$ cat src/rtl/battle_damage_scheduler.sv
// Round-robin scheduler sharing one multiply/add damage pipeline between player and AI.
// Optional critical-hit doubling is enabled by defining PBS_CRIT_EN.
module battle_damage_scheduler #(
   parameter int unsigned W         = 8,
   parameter int unsigned HP_INIT   = 100,
   parameter int unsigned DMG_BONUS = 2
) (
   input  logic         clk,
   input  logic         reset,
   input  logic         req_p,
   input  logic [W-1:0] atk_p,
   input  logic [W-1:0] pow_p,
   input  logic         req_a,
   input  logic [W-1:0] atk_a,
   input  logic [W-1:0] pow_a,
`ifdef PBS_CRIT_EN
   input  logic         crit_p,
   input  logic         crit_a,
`endif
   output logic         gnt_p,
   output logic         gnt_a,
   output logic         busy,
   output logic         done,
   output logic [W-1:0] dmg_out,
   output logic [W-1:0] hp_p,
   output logic [W-1:0] hp_a,
   output logic         hp_is_zero,
   output logic         victory,
   output logic         loss
);

   localparam int unsigned XW = 2*W + 2;

   typedef enum logic [2:0] {
      S_IDLE,
      S_MUL,
      S_ADD,
      S_APPLY,
      S_DONE,
      S_END
   } state_t;

   state_t state, state_next;

   logic [W-1:0]    op_atk, op_pow;
   logic            tgt_a;
   logic            last_a;
   logic [W-1:0]    prod, dmg;
   logic            sel_p, sel_a;
   logic [2*W-1:0]  prod_full;
   logic [W-1:0]    prod_sat;
   logic [XW-1:0]   sum_x;
   logic [W-1:0]    dmg_calc;
   logic [W-1:0]    hp_tgt, hp_new, hp_other;
`ifdef PBS_CRIT_EN
   logic            crit_l;
`endif

   // Player wins a tie only when the AI was served last.
   always_comb begin
      sel_p = req_p && (!req_a || last_a);
      sel_a = req_a && !sel_p;
   end

   always_comb begin
      state_next = state;
      case (state)
         S_IDLE:  if (req_p || req_a) state_next = S_MUL;
         S_MUL:   state_next = S_ADD;
         S_ADD:   state_next = S_APPLY;
         S_APPLY: state_next = S_DONE;
         S_DONE:  state_next = (victory || loss) ? S_END : S_IDLE;
         S_END:   state_next = S_END;
         default: state_next = S_IDLE;
      endcase
   end

   always_comb begin
      prod_full = {{W{1'b0}}, op_atk} * {{W{1'b0}}, op_pow};
      prod_sat  = (prod_full[2*W-1:W] != '0) ? '1 : prod_full[W-1:0];

      sum_x = XW'(prod) + XW'(DMG_BONUS);
`ifdef PBS_CRIT_EN
      if (crit_l)
         sum_x = sum_x << 1;
`endif
      dmg_calc = (sum_x > XW'({W{1'b1}})) ? '1 : sum_x[W-1:0];

      hp_tgt   = tgt_a ? hp_a : hp_p;
      hp_other = tgt_a ? hp_p : hp_a;
      hp_new   = (hp_tgt > dmg) ? (hp_tgt - dmg) : '0;
   end

   always_ff @(posedge clk) begin
      if (reset) begin
         state      <= S_IDLE;
         last_a     <= 1'b1;
         op_atk     <= '0;
         op_pow     <= '0;
         tgt_a      <= 1'b0;
         prod       <= '0;
         dmg        <= '0;
         gnt_p      <= 1'b0;
         gnt_a      <= 1'b0;
         busy       <= 1'b0;
         done       <= 1'b0;
         dmg_out    <= '0;
         hp_p       <= W'(HP_INIT);
         hp_a       <= W'(HP_INIT);
         hp_is_zero <= 1'b0;
         victory    <= 1'b0;
         loss       <= 1'b0;
`ifdef PBS_CRIT_EN
         crit_l     <= 1'b0;
`endif
      end else begin
         state <= state_next;
         gnt_p <= (state == S_IDLE) && sel_p;
         gnt_a <= (state == S_IDLE) && sel_a;
         busy  <= (state_next != S_IDLE) && (state_next != S_END);
         done  <= (state == S_APPLY);

         if (state == S_IDLE && (req_p || req_a)) begin
            op_atk <= sel_p ? atk_p : atk_a;
            op_pow <= sel_p ? pow_p : pow_a;
            tgt_a  <= sel_p;
            last_a <= sel_a;
`ifdef PBS_CRIT_EN
            crit_l <= sel_p ? crit_p : crit_a;
`endif
         end

         if (state == S_MUL)
            prod <= prod_sat;
         if (state == S_ADD)
            dmg <= dmg_calc;

         // HP and end flags are registered together with done so they are valid in the done cycle.
         if (state == S_APPLY) begin
            dmg_out <= dmg;
            if (tgt_a)
               hp_a <= hp_new;
            else
               hp_p <= hp_new;
            victory    <= victory | (tgt_a && (hp_new == '0));
            loss       <= loss | (!tgt_a && (hp_new == '0));
            hp_is_zero <= (hp_new == '0) || (hp_other == '0);
         end
      end
   end

endmodule

$ cat config.mk
export PLATFORM = sky130hd
export DESIGN_NAME = battle_damage_scheduler
export DESIGN_NICKNAME = d
export VERILOG_FILES = /design/src/rtl/battle_damage_scheduler.sv
export SDC_FILE = /design/constraint.sdc
export NUM_CORES = 1
export LEC_CHECK = 0
export BUFFER_PORTS_ARGS = -buffer_cell sky130_fd_sc_hd__buf_2
export CORE_MARGIN = 4
export CORE_UTILIZATION = 37
export CTS_CLUSTER_DIAMETER = 30
export DETAILED_ROUTE_END_ITERATION = 12
export HOLD_SLACK_MARGIN = 0.1
export PLACE_DENSITY_LB_ADDON = 0.3
export SLEW_MARGIN = 20
export SYNTH_ARGS = -nofsm -noshare
export SYNTH_HDL_FRONTEND = slang
export SYNTH_SLANG_ARGS = --single-unit
$ cat constraint.sdc
create_clock -name clk -period 4.5 [get_ports clk]
set_input_delay 0.9 -clock clk [delete_from_list [all_inputs] [get_ports clk]]
set_output_delay 0.9 -clock clk [all_outputs]
set_load 0.05 [all_outputs]
==> results of run 1 <==
-- stage by stage --
| stage | instances | hold slack [ns] | setup WS, ns | total power, mW |
|---|---|---|---|---|
| 3_3_place_gp | 898 | 0.439 | -0.0841 | 1.45 |
| 5_1_grt | 925 | 0.482 | -0.306 | 2.44 |
| 4_1_cts | 921 | 0.454 | -0.105 | 2.28 |
| 6_report | 925 | 0.451 | -0.132 | 2.29 |
| 2_1_floorplan | 647 | 0.432 | 0.0206 | 1.23 |
| 3_5_place_dp | 898 | 0.445 | -0.200 | 1.47 |
-- power by group through the flow --
stage               clock network [mW]  logic [mW]  registers (mW)
finish                           0.766       0.813           0.715
global route                     0.800       0.914           0.724
CTS                              0.777       0.786           0.713
detailed placement                   0       0.739           0.726
global placement                     0       0.723           0.723
floorplan                            0       0.517           0.715
-- final cells by class --
| type | count | area [µm²] | area share [%] |
|---|---|---|---|
| Clock buffer | 9 | 225 | 3.35 |
| Inverter | 63 | 236 | 3.51 |
| Sequential cell | 68 | 1390 | 20.7 |
| Clock inverter | 7 | 98.8 | 1.47 |
| Tap cell | 180 | 225 | 3.35 |
| Timing Repair Buffer | 118 | 732 | 10.9 |
| Multi-Input combinational cell | 480 | 3820 | 56.8 |
-- metal layers --
layer | vias up | routed length [µm] | share of wire [%] | track usage (%)
met5 | - | 0 | 0 | 0
met4 | 0 | 212 | 1.5 | 4.45
met3 | 18 | 502 | 3.7 | 2.95
met2 | 104 | 6800 | 50 | 29.4
met1 | 2227 | 6200 | 45 | 21.0
li1 | 2388 | - | - | -
-- worst max-delay path by stage --
stage / startpoint / end / cells after the start
floorplan: op_atk[2]$_SDFFE_PP0P_ / prod[0]$_SDFFE_PP0P_ / 15
global route: op_pow[4]$_SDFFE_PP0P_ / prod[1]$_SDFFE_PP0P_ / 20
finish: op_pow[4]$_SDFFE_PP0P_ / prod[1]$_SDFFE_PP0P_ / 20
detailed placement: op_pow[7]$_SDFFE_PP0P_ / prod[7]$_SDFFE_PP0P_ / 16
CTS: op_atk[5]$_SDFFE_PP0P_ / prod[7]$_SDFFE_PP0P_ / 18
global placement: op_pow[4]$_SDFFE_PP0P_ / prod[1]$_SDFFE_PP0P_ / 17
-- cell families after synthesis --
family	share of synthesized area, %
XOR/XNOR	2.26
buffers and inverters	7.18
adder cells (fa/ha/maj)	24.3
multiplexers	5.17
AO/OA/AOI/OAI	15.0
flip-flops	25.1
AND/OR/NAND/NOR	20.9
-- flip-flops by register name (all words and copies together) (netlist names), 3 cells and up --
register	count
dmg	8
dmg_out	8
hp_a	8
hp_p	8
op_atk	8
op_pow	8
prod	8
state	3
-- placed cells by master (no fill, tap or decap), drive strengths merged, types with 12 or more instances in the layout --
cell type	instances
buf	118
nand2	71
dfxtp	68
nor3	21
fa	37
mux2i	19
nor2	62
and2	34
o21ai	12
a21oi	40
inv	64
ha	46
a211oi	34
-- worst reg2reg max path, stage by stage, from the launching register on --
cell and delay [ns]:
sky130_fd_sc_hd__dfxtp_4 0.35, sky130_fd_sc_hd__and2_4 0.14, sky130_fd_sc_hd__fa_1 0.55, sky130_fd_sc_hd__inv_2 0.04, sky130_fd_sc_hd__fa_1 0.49, sky130_fd_sc_hd__inv_2 0.04, sky130_fd_sc_hd__fa_1 0.48, sky130_fd_sc_hd__inv_2 0.04
sky130_fd_sc_hd__fa_1 0.54, sky130_fd_sc_hd__inv_2 0.05, sky130_fd_sc_hd__ha_4 0.23, sky130_fd_sc_hd__o21a_1 0.11, sky130_fd_sc_hd__o31a_1 0.14, sky130_fd_sc_hd__buf_6 0.14, sky130_fd_sc_hd__buf_4 0.13, sky130_fd_sc_hd__o21ai_4 0.21
sky130_fd_sc_hd__mux2_4 0.32, sky130_fd_sc_hd__nand4_1 0.13, sky130_fd_sc_hd__a311oi_4 0.05, sky130_fd_sc_hd__buf_6 0.16, sky130_fd_sc_hd__a211oi_2 0.22
-- timing repair --
| action | 4_1_cts | 5_1_grt |
|---|---|---|
| resized for setup | 31 | 16 |
| setup endpoints to repair | 8 | 8 |
| pin swaps | 17 | 23 |
| setup buffers | 7 | 4 |
==> results list, run 1 <==
- Critical path peak fanout: 8
* Clock Skew: 0.00526 ns
* Violations in the final reports: setup timing
- Kind of path behind the tightest hold check: reg2reg
* Startpoint class of the critical path: register
* Vias in the first global route: 4844
* Instance area at placement: between 0.006 and 0.007 mm²
- The analysis attributes to net switching a power of 0.787 mW.
- A synthesized cell averages 8.37 µm².
- Area contributors post-synth: sky130_fd_sc_hd__dfxtp_1 25%, sky130_fd_sc_hd__fa_1 14%, sky130_fd_sc_hd__ha_1 11%, sky130_fd_sc_hd__nand2_1 4.9%, sky130_fd_sc_hd__a211oi_1 4.7%
* Critical path capture point type: register
- Derived from the worst setup path, the maximum achievable clock frequency is between 200 and 250 MHz.
- VDD sags by at most about 0.22 mV.
- The first global-routing pass estimated 22600 µm of wire.
- Share of synthesized area occupied by flip-flops and latches: between 20% and 30%
- After synthesis, the most frequently instantiated cells are 71 x sky130_fd_sc_hd__nand2_1, 68 x sky130_fd_sc_hd__dfxtp_1, 63 x sky130_fd_sc_hd__inv_1.
- Setup violations remaining at the end of the flow were counted as 8.
* Remaining design rule violation count: 0
- Logic gate share of total power: approximately 35%
- Clock insertion delay at the later pin of the skew report: 0.33 ns
- The worst register-to-register path begins at op_pow[4]$_SDFFE_PP0P_.
* Path type of the worst setup path: reg2reg
* R2R depth: 20
- The core region is 0.0141 mm².
* Critical hold path startpoint: dmg_out[3]$_SDFFE_PP0P_
* Terminus of the critical flop-to-flop path: prod[1]$_SDFFE_PP0P_
* Antenna Violating Nets Remaining: 0
* DP HPWL: roughly 11000 µm
- R2R setup slack: -0.13 ns
- After layout, the worst path uses 103% of the clock period.
* Endpoint of the worst hold path: dmg_out[3]$_SDFFE_PP0P_
- For this design, the sink count on the clock tree is between 60 and 70.
* Detailed-route vias per instance: a little over 5
* Remaining global-route overflow: 0
- Clock network power share: 33.4%
- The run finished, with violations left.
- After routing the design area is between 0.006 and 0.007 mm².
- Max-cap violations: 0
- Routability-driven placement finished with a final weighted congestion of 0.885.
* Area fraction of the dominant cell type after synthesis: 25.1%
- The max-slew violation total from the final report is 0.
* Relative contribution of sequential cells to total power: a little under a third
- After the last flow step, the layout net total stands at about 860.
- Die span in y: approximately 130 µm
* Syn. warnings: 0
* Share of layout cells above drive strength 1: approximately 26%
- Number of placed I/O pins: 67
* Total detailed-routing wirelength: 13700 µm
- For the worst setup path, the data arrival time is just under 5 ns.
- At the pin with the least slew margin, the transition time is 0.724 ns.
* Hold Path Stages: 2
- Cell with the most instances after synthesis: sky130_fd_sc_hd__nand2_1
- Library cell occupying the most area in the post-synthesis netlist: sky130_fd_sc_hd__dfxtp_1
- Once routing completed, OpenROAD measured the worst setup slack at -0.132 ns.
- Via count: between 4000 and 5000
- Number of synthesized flops with an enable pin: 0
* Area of the mapped netlist: around 0.0054 mm²
- Area overhead of the layout relative to synthesis: 24.2%
- Entering global routing, the biggest net connects 44 pins.
- Unique masters post-synth: 51
- Total of buffers placed on input and output ports: between 60 and 70
* Diodes inserted: 0
- For this run, the leading register cell type out of synthesis is sky130_fd_sc_hd__dfxtp_1.
- Counting every net in the synthesized netlist gives 766.
- In this run the power density over the cells is 341 mW/mm².
- Together, buffers and inverters on the worst path number 7.
- Final worst path period need: 4.63 ns
- Buffers inserted to repair hold after CTS numbered 0.
- In the final timing run, aggregate negative setup slack is -1.01 ns.
* TritonCTS clock tree: yes
- In this run switching power makes up 34.3% of total power.
- X dimension of the die: ~130 µm
* Ordered list of cells on the worst path: and2_4 -> fa_1 -> inv_2 -> fa_1 -> inv_2 -> fa_1 -> inv_2 -> fa_1 -> inv_2 -> ha_4 -> o21a_1 -> o31a_1 -> buf_6 -> buf_4 -> o21ai_4 -> mux2_4 -> nand4_1 -> a311oi_4 -> buf_6 -> a211oi_2
- Std cell rows: between 40 and 50
- Worst path max stage delay: 0.55 ns
* Root Buffer: sky130_fd_sc_hd__clkbuf_16
- The H-tree was split into 3 levels.
- After synthesis, the share of flip-flops with an asynchronous set or reset is 0%.
* Unrepaired setup endpoints after global routing: true
* Initial antenna violation count: 0
* Total Routing Usage GR: approximately 17%
- Cells after Synth: 647
- Count of endpoints failing hold in the final timing report: 0
* Maximum buffer depth of the clock tree: 2
- Clock slew at the register clock pins of the worst setup and hold paths: 0.06 ns
* Die footprint: roughly 0.017 mm²
- In this run the tightest slew margin relative to its limit is between 50% and 60%.
- Int Pwr: approximately 1.5 mW
* Pleak: between 3 and 4 nW
- Number of search-and-repair iterations in the first detailed-routing pass: 4
* Delay-heaviest family, CP: adder cells
- The initial utilization of the core area, before any placement, comes to between 30% and 40%.
- The slowest stage of the critical path is the sky130_fd_sc_hd__fa_1 cell.
* Data required time of the worst path: around 4.8 ns
* Number of flip-flops and latches in the synthesized netlist: between 60 and 70
* Number of CTS-inserted buffers: 9
* Wirelength per Cell: approximately 15 µm
- Counting the fill cells in the layout gives roughly 1400.
- Violation count after the first detailed-route iteration: 280
* Util after Layout: between 40 and 50%
Power figures use the tool's default switching activity.
==> run 2: changes to the inputs <==
- CORE_MARGIN: 4 -> 8
==> run 2 against run 1 <==
  * The run still ends with setup timing left
  * Via count down 0.95%
  * Global-route usage decreased by 2.2 points
  * Critical path depth down 2
  * Combinational power is 6.0% lower
  * Worst setup slack gained 0.093 ns
  * Maximum frequency rose by 2.0%
  * Register-to-register slack better by 0.09 ns
  * Clock-buffer cell count grew 2
  * Die area is 13% higher
  * Clock power down 9.0%
  * Cell count is 0.76% lower
  * Cell area down 2.8%
==> results list, run 2 (same netlist as run 1, synthesis figures left out) <==
- The count of maximum capacitance violations came to 0 (unchanged).
* Total detailed-routing wirelength: 13300 µm (-2.7%)
- The floorplan row count came to 44 (+2.3%).
- The post-CTS clock slew at the launch and capture registers of the worst setup and hold paths was 0.05 ns (about the same).
- Routability congestion estimate from global placement: 0.863 (-2.5%)
* Critical hold path startpoint: dmg_out[7]$_SDFFE_PP0P_
- The clock latency at the later pin of the worst-skew pair came to 0.33 ns (about the same).
* Vias in the first global route: 4677 (-3.4%)
* Initial antenna violation count: 0 (unchanged)
* Share of the cycle needed by the critical path after routing: 101% (-2.1 points)
* Root Buffer: sky130_fd_sc_hd__clkbuf_16
* Maximum level of the CTS H-tree: 3 (unchanged)
- Detailed-route vias per instance: 5.11 (-0.19%)
- Final worst path period need: 4.54 ns (-0.0926 ns)
* Number of search-and-repair iterations in the first detailed-routing pass: 6 (+2)
* Remaining global-route overflow: 0 (unchanged)
- Launching point of the worst reg2reg path: op_pow[4]$_SDFFE_PP0P_
- The die height was 137 µm (+6.2%).
- TritonCTS built the clock tree.
- The initial standard-cell utilization of the core was 37.6% (-0.87 points).
- Transition time of the tightest slew-check pin: 0.758 ns (+0.0335 ns)
* Final Slew Violations: 0 (unchanged)
* Largest net degree at the start of global routing: 69 (+57%)
- Maximum buffer depth of the clock tree: 2 (unchanged)
- The die outline area was 0.0188 mm² (+13%).
- The setup-violating endpoint count in the final report came to 8 (unchanged).
* Summed area of non-filler cells in the final layout: 0.00654 mm² (-2.8%)
- Peak clock frequency supported by timing: 220 MHz (+2.0%)
- Area inside the core boundary: 0.0144 mm² (+2.3%)
- The vias after detailed routing is 4692 (-0.95%).
- The hold violation total from the final report is 0 (unchanged).
* Post-layout worst setup margin: -0.0396 ns (+0.0926 ns)
- The leakage power was 2.94 nW (-3.0%).
* Antenna Violating Nets Remaining: 0 (unchanged)
- DP HPWL: 10700 µm (+0.62%)
- Diodes inserted: 0 (unchanged)
* Startpoint class of the critical path: register
* Power per cell area: 333 mW/mm² (-2.4%)
- The final clock skew was 0.00446 ns (-0.000803 ns).
- The remaining max-slew budget at the tightest pin came to 49.3% (-2.2 points).
- The setup path with the least slack is of type reg2reg.
- Total of buffers placed on input and output ports: 66 (unchanged)
* Data arrival, critical path: 4.72 ns (-0.16 ns)
- STA classifies the critical path endpoint as a register.
* Instance area at placement: 0.00616 mm² (unchanged)
* Unrepaired setup endpoints after global routing: true
- Data required time of the worst path: 4.68 ns (-0.07 ns)
- Violation count after the first detailed-route iteration: 257 (-8.2%)
* Remaining design rule violation count: 0 (unchanged)
- The number of hold buffers added after CTS was 0 (unchanged).
- Nets: 849 (-1.2%)
- The worst hold-check slack came to 0.456 ns (+0.00513 ns).
- The peak fanout along the critical path came to 8 (unchanged).
- Area overhead of the layout relative to synthesis: 20.7%
- X dimension of the die: 137 µm (+6.2%)
- The global-route wire length before repair is 22100 µm (-2.1%).
* Clock sink count: 68 (unchanged)
* Number of CTS-inserted buffers: 9 (unchanged)
- Peak supply drop: 0.182 mV (-18%)
- Run status: finished, violations left
* Kind of path behind the tightest hold check: reg2reg
* Total Routing Usage GR: 14.5% (-2.2 points)
- Wirelength per Cell: 14.5 µm (-2.0%)
- The checks that failed: setup timing.
- The final sum of negative setup slack is -0.274 ns (+0.734 ns).
- The boundary pin count was 67 (unchanged).
- The fraction of layout cells with a size suffix above 1 came to 22.2% (-3.3 points).
- The post-route total power is 2.17 mW (-5.2%).
* Commonest non-fill, non-tap cell in the layout: sky130_fd_sc_hd__nand2_1
- Commonest cells after routing, fill and taps aside: 71 x sky130_fd_sc_hd__nand2_1, 65 x sky130_fd_sc_hd__buf_2, 62 x sky130_fd_sc_hd__inv_1
* Crit path launch: op_pow[4]$_SDFFE_PP0P_
- Util after Layout: 45.3% (-2.4 points)
==> run 2: final timing paths <==
check	slack [ns]	cells after the start	to
worst min-delay path	0.46	2	dmg_out[7]$_SDFFE_PP0P_
worst min register to register	0.46	2	dmg_out[7]$_SDFFE_PP0P_
worst max register to register	-0.04	18	prod[1]$_SDFFE_PP0P_
worst max-delay path	-0.04	18	prod[1]$_SDFFE_PP0P_
==> run 2: power by group <==
group,switching [mW],internal [mW],leakage [nW]
Sequential,0.0594,0.654,0.560
Combinational,0.422,0.341,2.25
Clock,0.257,0.440,0.138
==> run 2: routing by layer <==
| layer | GRT usage, % | wire [µm] | share of wire [%] | vias to the layer above |
|---|---|---|---|---|
| li1 | - | - | - | 2371 |
| met1 | 17.9 | 5950 | 45 | 2214 |
| met2 | 25.0 | 6660 | 50 | 96 |
| met3 | 3.38 | 576 | 4.3 | 11 |
| met4 | 3.50 | 155 | 1.2 | 0 |
| met5 | 0 | 0 | 0 | - |
==> run 2: metrics by stage <==
stage	std cells	worst slack [ns]
floorplan	647	0.0206
global placement	901	-0.0823
detailed placement	901	-0.206
CTS	917	-0.0187
global route	918	-0.276
finish	918	-0.0396
==> run 2: timing repair <==
action / 4_1_cts / 5_1_grt
setup buffers: 1 / 1
endpoints found under the setup margin: 8 / 8
pin swaps: 4 / 2
resized for setup: 20 / 3
==> run 2: final cells by class <==
class | instances | area (µm²)
fill | 1442 | 7880
tap | 184 | 230
sequential | 68 | 1380
clock buffer | 11 | 243
multi-input combinational | 480 | 3750
timing repair buffer | 108 | 652
clock inverter | 4 | 50.0
inverter | 63 | 236
==> run 2: critical path, cell delays in order, from the launching register on <==
cell                       delay (ns)
sky130_fd_sc_hd__dfxtp_2         0.34
sky130_fd_sc_hd__and2_4          0.14
sky130_fd_sc_hd__fa_1            0.53
sky130_fd_sc_hd__inv_1           0.05
sky130_fd_sc_hd__fa_1            0.47
sky130_fd_sc_hd__inv_1           0.05
sky130_fd_sc_hd__fa_1            0.52
sky130_fd_sc_hd__inv_1           0.05
sky130_fd_sc_hd__fa_1            0.54
sky130_fd_sc_hd__inv_2           0.05
sky130_fd_sc_hd__ha_4            0.23
sky130_fd_sc_hd__o21a_1          0.10
sky130_fd_sc_hd__o31a_1          0.16
sky130_fd_sc_hd__o31a_1          0.29
sky130_fd_sc_hd__nor4_2          0.20
sky130_fd_sc_hd__nand4_1         0.17
sky130_fd_sc_hd__a311oi_4        0.24
sky130_fd_sc_hd__buf_6           0.16
sky130_fd_sc_hd__a211oi_1        0.07
==> run 3: changes to the inputs <==
- CORE_MARGIN: 8 -> default
- GPL_ROUTABILITY_DRIVEN: default -> 0
==> run 3 against run 2 <==
  * Maximum frequency fell by 1.3%
  * The flow still finishes with violations (setup timing)
  * Clock skew rose by 0.0025 ns
  * First-iteration DRC count fell by 2.7%
  * Largest cell class unchanged
  * Critical endpoint is now prod[5]$_SDFFE_PP0P_
  * Total power rose by 1.5%
  * Via count barely moved
==> results list, run 3 (same netlist as run 1, synthesis figures left out) <==
- Total of buffers placed on input and output ports: 66 (unchanged)
* Post-layout worst setup margin: -0.101 ns (-0.0612 ns)
* Remaining design rule violation count: 0 (unchanged)
- The internal reg-to-reg setup slack is -0.10 ns (-0.06 ns).
* Number of search-and-repair iterations in the first detailed-routing pass: 4 (-2)
- The initial antenna violation count came to 0 (unchanged).
- The worst hold path cell count was 2 (unchanged).
- The library cells used most frequently in the layout, excluding fill and tap cells, are 69 x sky130_fd_sc_hd__nand2_1, 66 x sky130_fd_sc_hd__buf_2, 62 x sky130_fd_sc_hd__inv_1.
* R2R depth: 16 (-2)
- Die footprint: 0.0151 mm² (-19%)
- The max-slew violation total from the final report is 0 (unchanged).
* Total negative slack for setup checks: -0.735 ns (-0.462 ns)
- The worst setup path is of the reg2reg kind.
- The signal on the critical path passes through buf_6 -> nand2_2 -> fa_1 -> fa_1 -> fa_1 -> inv_1 -> fa_1 -> ha_1 -> nor3b_2 -> nor4b_2 -> o2111ai_2 -> nor4_2 -> nand4_1 -> a311oi_4 -> buf_6 -> a211oi_2.
- Via count: 4695 (+0.064%)
- Delay-heaviest family, CP: adder cells
* Worst path max stage delay: 0.52 ns (-0.02 ns)
* Critical path peak fanout: 8 (unchanged)
* Critical hold path startpoint: dmg_out[6]$_SDFFE_PP0P_
* Launching point of the worst reg2reg path: op_atk[3]$_SDFFE_PP0P_
- Kind of path behind the tightest hold check: reg2reg
- Data arrival, critical path: 4.79 ns (+0.07 ns)
- Remaining global-route overflow: 0 (unchanged)
- Wirelength per Cell: 14.2 µm (-2.6%)
* Critical path capture point type: register
- Total detailed-routing wirelength: 13000 µm (-2.6%)
* X dimension of the die: 123 µm (-10%)
* Detailed-route vias per instance: 5.11 (about the same)
- Setup repair after global routing could not meet its margin everywhere.
- Max-cap violations: 0 (unchanged)
- The post-CTS clock slew at the launch and capture registers of the worst setup and hold paths came to 0.06 ns (about the same).
* Number of placed I/O pins: 67 (unchanged)
- Maximum level of the CTS H-tree: 3 (unchanged)
- The initial standard-cell utilization of the core came to 38.4% (+0.87 points).
* Relative max-transition margin: 51.3% (+2.0 points)
- Largest net degree at the start of global routing: 44 (-36%)
* Commonest non-fill, non-tap cell in the layout: sky130_fd_sc_hd__nand2_1
* Die span in y: 123 µm (-10%)
* Peak clock frequency supported by timing: 217 MHz (-1.3%)
- In this run the critical register-to-register path is captured at prod[5]$_SDFFE_PP0P_.
* Clock insertion delay at the later pin of the skew report: 0.33 ns (about the same)
- The worst hold-check slack came to 0.450 ns (-0.00534 ns).
- Total Routing Usage GR: 17.7% (+3.2 points)
- The via count of the first global-routing pass was 4512 (-3.5%).
- Data required time of the worst path: 4.69 ns (about the same)
- The net count reported at finish came to 853 (+0.47%).
* Final worst path period need: 4.60 ns (+0.0612 ns)
* Most numerous cell on the critical path: sky130_fd_sc_hd__fa_1
* TritonCTS clock tree: yes
- The maximum VDD drop was 0.209 mV (+15%).
- Antenna Violating Nets Remaining: 0 (unchanged)
* Number of CTS-inserted buffers: 9 (unchanged)
* Buffer and inverter count on the worst path: 3 (-2)
* Count of endpoints failing hold in the final timing report: 0 (unchanged)
* Std cell rows: 43 (-2.3%)
* Clock sink count: 68 (unchanged)
- Maximum buffer depth of the clock tree: 2 (unchanged)
- The antenna diode count is 0 (unchanged).
* Pre-CTS setup slack: -0.167 ns (+0.0395 ns)
- The checks that failed: setup timing.
- DP HPWL: 10200 µm (-4.5%)
- Startpoint class of the critical path: register
- The final clock skew was 0.00698 ns (+0.00252 ns).
- The setup-violating endpoint count in the final report was 8 (unchanged).
- Violation count after the first detailed-route iteration: 250 (-2.7%)
- Area inside the core boundary: 0.0141 mm² (-2.3%)
* Transition time of the tightest slew-check pin: 0.728 ns (-0.0293 ns)
- The leakage power was 2.98 nW (+1.2%).
* Crit path max-delay cell type: sky130_fd_sc_hd__fa_1
- The global-route wire length before repair came to 21200 µm (-4.5%).
* Endpoint of the worst hold path: dmg_out[6]$_SDFFE_PP0P_
- Root Buffer: sky130_fd_sc_hd__clkbuf_16
- The post-route fraction of the period consumed by the critical path was 102% (+1.4 points).
* Share of layout cells above drive strength 1: 24.3% (+2.0 points)
- The flow ran to the end, but the final reports show violations.
- The power density relative to cell area came to 333 mW/mm² (about the same).
* Area overhead of the layout relative to synthesis: 22.5%
==> run 3: changes by cell type in the layout (fill, tap and decap cells not counted), moves of 4 or more <==
cell                       change
sky130_fd_sc_hd__dfxtp_4       +5
sky130_fd_sc_hd__a211oi_1      -8
sky130_fd_sc_hd__a211oi_2      +8
sky130_fd_sc_hd__dfxtp_2       -4
==> run 3: timing repair <==
action                                  4_1_cts  5_1_grt
endpoints found under the setup margin        8        8
pin swaps                                    16       19
setup buffers                                 6        0
hold buffers                                  0        0
gates resized for setup                      30       13
==> run 3: per-stage QoR <==
| stage | area (µm²) | cells | utilization, % | total power [mW] |
|---|---|---|---|---|
| after floorplan | 5450 | 647 | - | 1.23 |
| after global placement | 6150 | 897 | 43.6 | 1.44 |
| after detailed placement | 6150 | 897 | 43.6 | 1.46 |
| after CTS | 6580 | 918 | 46.7 | 2.21 |
| after global routing | 6640 | 918 | 47.1 | 2.35 |
| final | 6640 | 918 | 47.1 | 2.21 |
==> run 3: per-layer routing <==
layer  up-vias  routed length, µm  GRT usage (%)  part of all wire, %
met5         -                  0              0                    0
met4         0                123           4.07                 0.95
met3        12                456           3.46                  3.5
met2       100               6370           30.7                   49
met1      2211               6040           22.7                   46
li1       2372                  -              -                    -
==> run 3: tightest hold or removal path, cell delays in order (launching register included) <==
cell,delay [ns]
sky130_fd_sc_hd__dfxtp_1,0.30
sky130_fd_sc_hd__nand2_1,0.05
sky130_fd_sc_hd__a21oi_1,0.05
==> run 3: area by class of cell <==
type                    instances  area (µm²)
inverters                      63         236
clock inverters                 2        35.0
well taps                     180         225
clock buffers                  13         250
fillers                      1363        7460
repair buffers                112         687
flip-flops and latches         68        1390
multi-input cells             480        3810
==> run 3: worst max path at each step <==
stage / startpoint / endpoint / slack (ns) / cells past startpoint
6_report: op_atk[3]$_SDFFE_PP0P_ / prod[5]$_SDFFE_PP0P_ / -0.10 / 16
5_1_grt: op_atk[3]$_SDFFE_PP0P_ / prod[3]$_SDFFE_PP0P_ / -0.33 / 16
4_1_cts: op_atk[5]$_SDFFE_PP0P_ / prod[5]$_SDFFE_PP0P_ / -0.09 / 18
3_5_place_dp: op_pow[6]$_SDFFE_PP0P_ / prod[5]$_SDFFE_PP0P_ / -0.17 / 16
3_3_place_gp: op_atk[3]$_SDFFE_PP0P_ / prod[1]$_SDFFE_PP0P_ / -0.05 / 17
2_1_floorplan: op_atk[2]$_SDFFE_PP0P_ / prod[0]$_SDFFE_PP0P_ / 0.02 / 15
==> run 3: power breakdown <==
group	total, mW	switching, mW	leakage [nW]	internal (mW)
sequential	0.718	0.0628	0.562	0.655
clock	0.692	0.251	0.140	0.441
combinational	0.798	0.435	2.28	0.363
